==> src/rtl/pc_fetch_sequencer.sv <==
// ============================================================================
// PcFetchSequencer (module pc_fetch_sequencer)
// ----------------------------------------------------------------------------
// Fetch-side controller for the PC datapath. Owns the fetch PC and walks
// instruction memory through a req/ack handshake. It applies redirects (taken
// branch, jump, jump-register) and halt/resume. It also throws away responses
// that a redirect has made stale.
//
// Optional feature (compile-time macro):
//   FETCH_TIMEOUT_EN - when defined, a FETCH that waits MAX_WAIT cycles without
//                      an ack moves to a sticky FAULT state. Only reset leaves
//                      that state. When undefined, there is no wait counter, no
//                      FAULT state, and fault is tied low.
//
// Parameters:
//   ADDR_W    fetch address width, word addressed (+1 per instruction)
//   RESET_PC  fetch PC loaded on reset
//   MAX_WAIT  ack timeout in cycles (only meaningful with FETCH_TIMEOUT_EN)
//
// Ports:
//   clock        in   rising-edge clock
//   reset        in   asynchronous, active-high reset
//   halt         in   level: stop after the current fetch completes
//   resume       in   pulse: leave HALT while halt is low
//   branch/zero  in   branch taken when both are high
//   jmp, jr      in   unconditional redirects
//   target       in   redirect target, selected upstream
//   imem_req     out  fetch request
//   imem_addr    out  fetch address, stable while a request waits for ack
//   imem_ack     in   read data valid this cycle
//   imem_rdata   in   instruction word
//   instr        out  delivered instruction
//   instr_valid  out  one-cycle strobe per delivered instruction
//   pc           out  address of the delivered instruction
//   halted       out  high in HALT (and FAULT)
//   fault        out  fetch timeout indication
// ============================================================================
module pc_fetch_sequencer #(
   parameter int                 ADDR_W   = 32,
   parameter logic [ADDR_W-1:0]  RESET_PC = '0,
   parameter int                 MAX_WAIT = 15
) (
   input  logic              clock,
   input  logic              reset,
   input  logic              halt,
   input  logic              resume,
   input  logic              branch,
   input  logic              zero,
   input  logic              jmp,
   input  logic              jr,
   input  logic [ADDR_W-1:0] target,
   output logic              imem_req,
   output logic [ADDR_W-1:0] imem_addr,
   input  logic              imem_ack,
   input  logic [31:0]       imem_rdata,
   output logic [31:0]       instr,
   output logic              instr_valid,
   output logic [ADDR_W-1:0] pc,
   output logic              halted,
   output logic              fault
);

   localparam logic [1:0] S_IDLE  = 2'd0;
   localparam logic [1:0] S_FETCH = 2'd1;
   localparam logic [1:0] S_HALT  = 2'd2;
`ifdef FETCH_TIMEOUT_EN
   localparam logic [1:0] S_FAULT = 2'd3;
   localparam int         WAIT_W  = $clog2(MAX_WAIT + 1);
   localparam logic [WAIT_W-1:0] WAIT_LAST = WAIT_W'(MAX_WAIT - 1);
`endif

   logic [1:0]        state_q,     state_d;
   logic [ADDR_W-1:0] fetchPc_q,   fetchPc_d;
   logic              pend_q,      pend_d;
   logic [ADDR_W-1:0] pendTgt_q,   pendTgt_d;
   logic              imemReq_q;
   logic [ADDR_W-1:0] imemAddr_q;
   logic [31:0]       instr_q;
   logic              instrValid_q;
   logic [ADDR_W-1:0] pc_q;
   logic              deliver;
   logic              take;

   assign take = (branch & zero) | jmp | jr;

`ifdef FETCH_TIMEOUT_EN
   logic [WAIT_W-1:0] waitCnt_q, waitCnt_d;
`endif

   // Next-state logic. A response is delivered only when it was not made
   // stale by a redirect. A redirect that lands in the same cycle as an ack
   // uses the live target. Otherwise, an earlier redirect recorded in
   // pend/pendTgt supplies the new fetch PC. On an ack, the redirect decides
   // fetch_pc and halt decides whether the next request is issued. So a
   // redirect coinciding with halt is remembered, and fetching resumes there.
   always_comb begin
      state_d   = state_q;
      fetchPc_d = fetchPc_q;
      pend_d    = pend_q;
      pendTgt_d = pendTgt_q;
      deliver   = 1'b0;
      case (state_q)
         S_IDLE: begin
            if (take) fetchPc_d = target;
            state_d = halt ? S_HALT : S_FETCH;
         end
         S_FETCH: begin
            if (imem_ack) begin
               if (take) begin
                  fetchPc_d = target;
               end else if (pend_q) begin
                  fetchPc_d = pendTgt_q;
               end else begin
                  deliver   = 1'b1;
                  fetchPc_d = fetchPc_q + 1'b1;
               end
               pend_d  = 1'b0;
               state_d = halt ? S_HALT : S_FETCH;
            end else if (take) begin
               pend_d    = 1'b1;
               pendTgt_d = target;
            end
         end
         S_HALT: begin
            if (take) fetchPc_d = target;
            if (resume && !halt) state_d = S_FETCH;
         end
         default: begin
            state_d = state_q;
         end
      endcase
`ifdef FETCH_TIMEOUT_EN
      // The timeout outranks any redirect. It only fires on a cycle without
      // an ack, so fetch_pc is already unchanged.
      if (state_q == S_FETCH && !imem_ack && waitCnt_q == WAIT_LAST) begin
         state_d = S_FAULT;
      end
`endif
   end

`ifdef FETCH_TIMEOUT_EN
   // Wait counter: counts FETCH cycles without an ack. It is cleared by an ack
   // or by leaving FETCH, and it is frozen in FAULT.
   always_comb begin
      waitCnt_d = '0;
      if (state_q == S_FETCH && !imem_ack) waitCnt_d = waitCnt_q + 1'b1;
      else if (state_q == S_FAULT)         waitCnt_d = waitCnt_q;
   end

   always_ff @(posedge clock or posedge reset) begin
      if (reset) waitCnt_q <= '0;
      else       waitCnt_q <= waitCnt_d;
   end
`endif

   // State and output registers. The request and its address are registered
   // from the next state, so a new request appears the cycle after an ack.
   // The address only changes when a request is issued, so it holds in HALT.
   always_ff @(posedge clock or posedge reset) begin
      if (reset) begin
         state_q      <= S_IDLE;
         fetchPc_q    <= RESET_PC;
         pend_q       <= 1'b0;
         pendTgt_q    <= '0;
         imemReq_q    <= 1'b0;
         imemAddr_q   <= RESET_PC;
         instr_q      <= '0;
         instrValid_q <= 1'b0;
         pc_q         <= RESET_PC;
      end else begin
         state_q      <= state_d;
         fetchPc_q    <= fetchPc_d;
         pend_q       <= pend_d;
         pendTgt_q    <= pendTgt_d;
         imemReq_q    <= (state_d == S_FETCH);
         if (state_d == S_FETCH) imemAddr_q <= fetchPc_d;
         instrValid_q <= deliver;
         if (deliver) begin
            instr_q <= imem_rdata;
            pc_q    <= fetchPc_q;
         end
      end
   end

   assign imem_req    = imemReq_q;
   assign imem_addr   = imemAddr_q;
   assign instr       = instr_q;
   assign instr_valid = instrValid_q;
   assign pc          = pc_q;

`ifdef FETCH_TIMEOUT_EN
   assign halted = (state_q == S_HALT) || (state_q == S_FAULT);
   assign fault  = (state_q == S_FAULT);
`else
   assign halted = (state_q == S_HALT);
   assign fault  = 1'b0;
`endif

endmodule

==> config.mk <==
export PLATFORM = sky130hd
export DESIGN_NAME = pc_fetch_sequencer
export DESIGN_NICKNAME = d
export VERILOG_FILES = /design/src/rtl/pc_fetch_sequencer.sv
export SDC_FILE = /design/constraint.sdc
export NUM_CORES = 1
export LEC_CHECK = 0
export CORE_MARGIN = 2
export CORE_UTILIZATION = 51
export CTS_CLUSTER_SIZE = 30
export DETAILED_ROUTE_END_ITERATION = 10
export HOLD_SLACK_MARGIN = 0.08
export PLACE_DENSITY = 0.78
export SLEW_MARGIN = 10
export SYNTH_ARGS = -nofsm -noshare
export SYNTH_HDL_FRONTEND = slang
export SYNTH_SLANG_ARGS = --single-unit
export TNS_END_PERCENT = 20
==> constraint.sdc <==
create_clock -name clock -period 6.7 [get_ports clock]
set_clock_uncertainty 0.2 [all_clocks]
set_input_delay 1.34 -clock clock [delete_from_list [all_inputs] [get_ports clock]]
set_output_delay 1.34 -clock clock [all_outputs]
set_load 0.1 [all_outputs]
# Word level (Yosys, flattened, before mapping)
# Index checks and enable logic that the tools add are counted.
[classes]
n_addsub = 1
muxes = 15
n_eq_ne = 3
n_reduce_logical = 7
bitwise = 4
[op_table]
columns = ["cell", "count"]
rows = [
  ["2-to-1 mux 32 bit", 4],
  ["case mux 32 bit (2 select lines)", 1],
  ["adder 32 x 1 -> 32 bit (second input constant)", 1],
  ["2-to-1 mux 1 bit", 6],
  ["2-to-1 mux 2 bit", 3],
  ["case mux 2 bit (3 select lines)", 1],
  ["equality test 2 x 1 -> 1 bit (second input constant)", 2],
  ["AND reduction 3 bit", 1],
  ["equality test 2 bit (second input constant)", 1],
  ["logical NOT 2 bit", 1],
  ["OR 1 bit", 2],
  ["AND reduction 2 bit", 1],
  ["nonzero test 2 bit", 1],
  ["OR reduction 2 bit", 1],
  ["bitwise AND 1 bit", 1],
  ["logical AND 1 bit", 1],
  ["logical NOT 1 bit", 1],
  ["inverter 1 bit", 1],
]
[word_totals]
wordCells = 39
regBits = 165
out_inout_bits = 100
input_bits = 73

# Depth between registers and ports, before layout
[logic_depth]
ltp_word = 6
mapped_depth = 9
mapped_depth_nobuf = 8

# Worst setup path before layout
# No wires, ideal clock.
[synth_timing]
path_type = "reg-to-output"
from = "register state_q[0]"
to = "output port halted"
t_arrival_ns = 2.270
stages_incl_launch_ff = 5
path_buffers = 3
path_slack_ns = 2.890
path_cell_list = "dfrtp_1 > buf_2 > clkbuf_1 > clkbuf_1 > nor2b_1"
[synth_via]
elab_chain_len = 1
[synth_lines]
columns = ["element", "line", "rtl"]
rows = [
  ["from (decl)", "72", "logic [1:0] state_q, state_d;"],
  ["from (signal assigned)", "171", "state_q <= state_d;"],
  ["equality test 2 bit", "195", "assign halted = (state_q == S_HALT);"],
  ["to (decl)", "59", "output logic halted,"],
]
# No other way between the ends.

# Worst setup path in the final report
[layout_timing]
from = "input port jmp"
to = "register imemAddr_q[27], in the netlist imem_addr[27]"
[layout_via]
elab_chain_len = 5
[layout_lines]
columns = ["element", "line", "rtl"]
rows = [
  ["from (decl)", "49", "input logic jmp,"],
  ["OR 1 bit * (2 in a row)", "84", "assign take = (branch & zero) | jmp | jr;"],
  ["2-to-1 mux 32 bit", "109", "if (take) begin"],
  ["2-to-1 mux 32 bit", "108", "if (imem_ack) begin"],
  ["case mux 32 bit (2 select lines) *", "102", "case (state_q)"],
  ["named net fetchPc_d[27]", "73", "logic [ADDR_W-1:0] fetchPc_q, fetchPc_d;"],
  ["to (signal assigned)", "176", "if (state_d == S_FETCH) imemAddr_q <= fetchPc_d;"],
  ["to (decl)", "77", "logic [ADDR_W-1:0] imemAddr_q;"],
]
# Mark *: on every way through the listed nets, which the timed path passes. The rest lies on a longest branch.
# A chain may end at the register's enable or synchronous reset.

==> summary.md <==
| Metric | Value |
|---|---|
| # rows | 45 |
| DIE WIDTH | 128 um |
| Critical Path Sink Type | register |
| Area of the multi-input gates | 0.00341 mm^2 |
| Routed wire length | 21,600 um |
| Final Cycle Share | 0.595 |
| Setup violators final | 0 |
| Unique masters post-synth | 68 |
| Core ar. | 0.0151 mm^2 |
| CTS root buffer | clkbuf_16 |
| Slew margin rel. | 0.288 |
| Share of layout cells above drive strength 1 | 0.126 |
| Ys async rst share | 1.00 |
| Nets | 1,022 |
| Yosys warning total | 0 |
| Type of the worst setup path | input pin to register |
| Routability cong. | 0.897 |
| Sequential fraction of the synthesis area | 0.527 |
| CTS max path bufs | 2 |
| Via/cell ratio | 5.91 |
| Global-route wire length before repair | 34,800 um |
| Fmax | 0.251 GHz |
| DRC viols | 0 |
| RSZ-0062 raised after global routing | no |
| Reg-to-Reg End | imem_addr[1]$_DFFE_PP0P_ |
| Area grow syn2layout | 29.7% |
| CTS clock-pin slew for the worst setup and hold paths | 0.06 ns |
| Cells on worst reg2reg path | 6 |
| Period minus WS final | 3.98 ns |
| Post-route antenna net violation count | 0 |
| Worst-Margin Slew | 1.07 ns |
| Total Routing Usage GR | 0.273 |
| Number of filler cells placed in the layout | 1,175 |
| Clock sinks | 165 |
| Top FF cell, synth | dfrtp_1 |
| Critical R2R Launch | state_q[0]$_DFF_PP0_ |
| Syn nets | 883 |
| Initial DRC Count | 731 |
| Port buffer count | 171 |
| Via count | 6,794 |
| DP HPWL | 14,600 um |
| H-tree depth | 4 |
| Synth Register Bits | 165 |
| Final max-slew violation count | 0 |
| Synth Instances | 809 |
| Required @ worst endpoint | 6.86 ns |
| Worst Hold Class | register to register |
| Avg Inst Size Synth | 9.68 um^2 |
| Crit-path max FO | 27 |
| Initial antenna violation count | 0 |
| TritonCTS clock tree | done |
| Avg WL per Cell | 18.8 um |
| 1st-pass router iterations | 6 |
| Largest net degree at the start of global routing | 120 |
| Die span in y | 128 um |
| Total gr overflow | 0 |
| Fin. Hold Viols | 0 |
| Setup TNS | 0 ns |
| Sequential cell area | 0.00413 mm^2 |
| Startpoint class of the critical path | input pin |
| CTS Hold Bufs | 0 |
| Ant. Diodes | 0 |
| Number of I/O pins | 173 |
| CP arrival | 4.14 ns |
| Status | finished clean |
| Vias in the first global route | 6,581 |
| Setup Fix Bufs, Post-CTS | 0 |
| Reg2reg setup slack | 3.53 ns |
| Post-synthesis cell area | 0.00783 mm^2 |
| PostCTS Resize Cnt | 0 |
| Crit path from | jmp |
| DIE AREA | 0.0164 mm^2 |
| Clock latency on the worst-skew pair | 0.42 ns |
| Max-Cap Viols | 0 |
| Cts bufs inserted | 17 |
| Critical path capture point | imem_addr[27]$_DFFE_PP0P_ |
| EDFF count, synth | 0 |
| Starting Density | 0.519 |
-- sequential cells by signal (all words and copies together), names as in the netlist --
signal / flops
instr_valid: 1
pend_q: 1
imem_req: 1
state_q: 2
imem_addr: 32
fetchPc_q: 32
pendTgt_q: 32
instr: 32
pc: 32
-- logic make-up after synthesis --
kind of cell / after synthesis / share of synthesized area
simple gates: 356 / 0.201
flops: 165 / 0.527
compound gates: 137 / 0.119
mux: 69 / 0.0983
buf+inv: 66 / 0.0372
xor+xnor: 14 / 0.0157
fa+ha+maj: 1 / 0.00160
other cells: 1 / 0.000479
-- routing by layer --
layer | up-vias | share of wire | global-route usage
li1 | 3098 | - | -
met1 | 3302 | 0.41 | 0.369
met2 | 342 | 0.46 | 0.428
met3 | 52 | 0.096 | 0.0643
met4 | 0 | 0.027 | 0.111
met5 | - | 0 | 0
-- synthesized netlist by cell type, types with 3 or more instances --
master    number  share of area
xor2_1         4         0.0045
buf_1          7         0.0034
nor3_1        14         0.0089
a21oi_1       36          0.023
clkbuf_2       3         0.0019
mux2_2        59          0.085
and3_1         9         0.0072
nor4_1         6         0.0048
a221o_1        4         0.0051
nor2_1        29          0.014
a22o_1         3         0.0034
o21ai_0       25          0.016
nand2_1      239           0.11
buf_2         20          0.013
a31oi_1        8         0.0064
nor2b_1        3         0.0024
and4_1         3         0.0034
o22ai_1       11         0.0088
clkbuf_1      26          0.012
a221oi_1       8         0.0089
nand2b_1       4         0.0032
dfrtp_1      165           0.53
or3_1          3         0.0024
a211oi_1       5         0.0048
o21ai_1        3         0.0019
inv_1          5         0.0024
buf_4          4         0.0038
o31ai_1        4         0.0038
nand4_1       12         0.0096
mux2i_1        9          0.012
xnor2_1       10          0.011
o221ai_1       3         0.0034
nand3_1       17          0.011
-- per-stage QoR --
step	area [um^2]	setup slack [ns]	instances	utilization	hold WS (ns)
finish	10200	2.72	1149	0.673	0.272
global route	10200	2.57	1149	0.673	0.295
CTS	10200	2.78	1149	0.673	0.277
detailed placement	9590	2.43	1117	0.635	0.261
global placement	9590	2.44	1117	0.635	0.256
floorplan	7830	0.698	809	-	0.270
-- cell type report --
cell class                 instances  area share
multi-input combinational        578       0.336
clock inverter                    11      0.0101
timing repair buffer             180       0.175
tap                              188      0.0232
sequential                       165       0.406
clock buffer                      21      0.0463
inverter                           6     0.00271
-- worst min path at each step --
| stage | cells after the start | slack (ns) | startpoint | end |
|---|---|---|---|---|
| after floorplan | 1 | 0.27 | pendTgt_q[27]$_DFFE_PP0P_ | pendTgt_q[27]$_DFFE_PP0P_ |
| after global placement | 2 | 0.26 | instr[18]$_DFFE_PP0P_ | instr[18]$_DFFE_PP0P_ |
| after detailed placement | 2 | 0.26 | instr[1]$_DFFE_PP0P_ | instr[1]$_DFFE_PP0P_ |
| after CTS | 2 | 0.28 | instr[1]$_DFFE_PP0P_ | instr[1]$_DFFE_PP0P_ |
| after global routing | 2 | 0.30 | instr[24]$_DFFE_PP0P_ | instr[24]$_DFFE_PP0P_ |
| final | 2 | 0.27 | pc[13]$_DFFE_PP0P_ | pc[13]$_DFFE_PP0P_ |
-- cell usage in the layout (no fill, tap or decap), types with 4 or more instances in the layout --
cell type / n
mux2_2: 59
nand2b_1: 4
a21oi_1: 36
nor2_1: 29
mux2i_1: 9
a31oi_1: 8
clkdlybuf4s50_1: 171
clkbuf_16: 17
nor4_1: 6
nand4_1: 12
clkinv_4: 4
buf_4: 9
nand2_1: 238
o21ai_0: 25
a211oi_1: 5
o22ai_1: 11
xor2_1: 4
and3_1: 9
nor3_1: 14
dfrtp_1: 165
a221o_1: 4
nand3_1: 17
o31ai_1: 4
a221oi_1: 8
xnor2_1: 10
-- worst max-delay path, stage by stage --
cell and delay [ns]:
clkdlybuf4s50_1 0.54, a211o_1 0.13, buf_4 0.33, nor2_1 0.18
a21oi_1 0.82, o221ai_1 0.25, a211oi_1 0.31, mux2_2 0.22
Power is left out: the tool's default activity adds up to more than one toggle a clock period on the data nets, which glitch-free logic cannot reach.
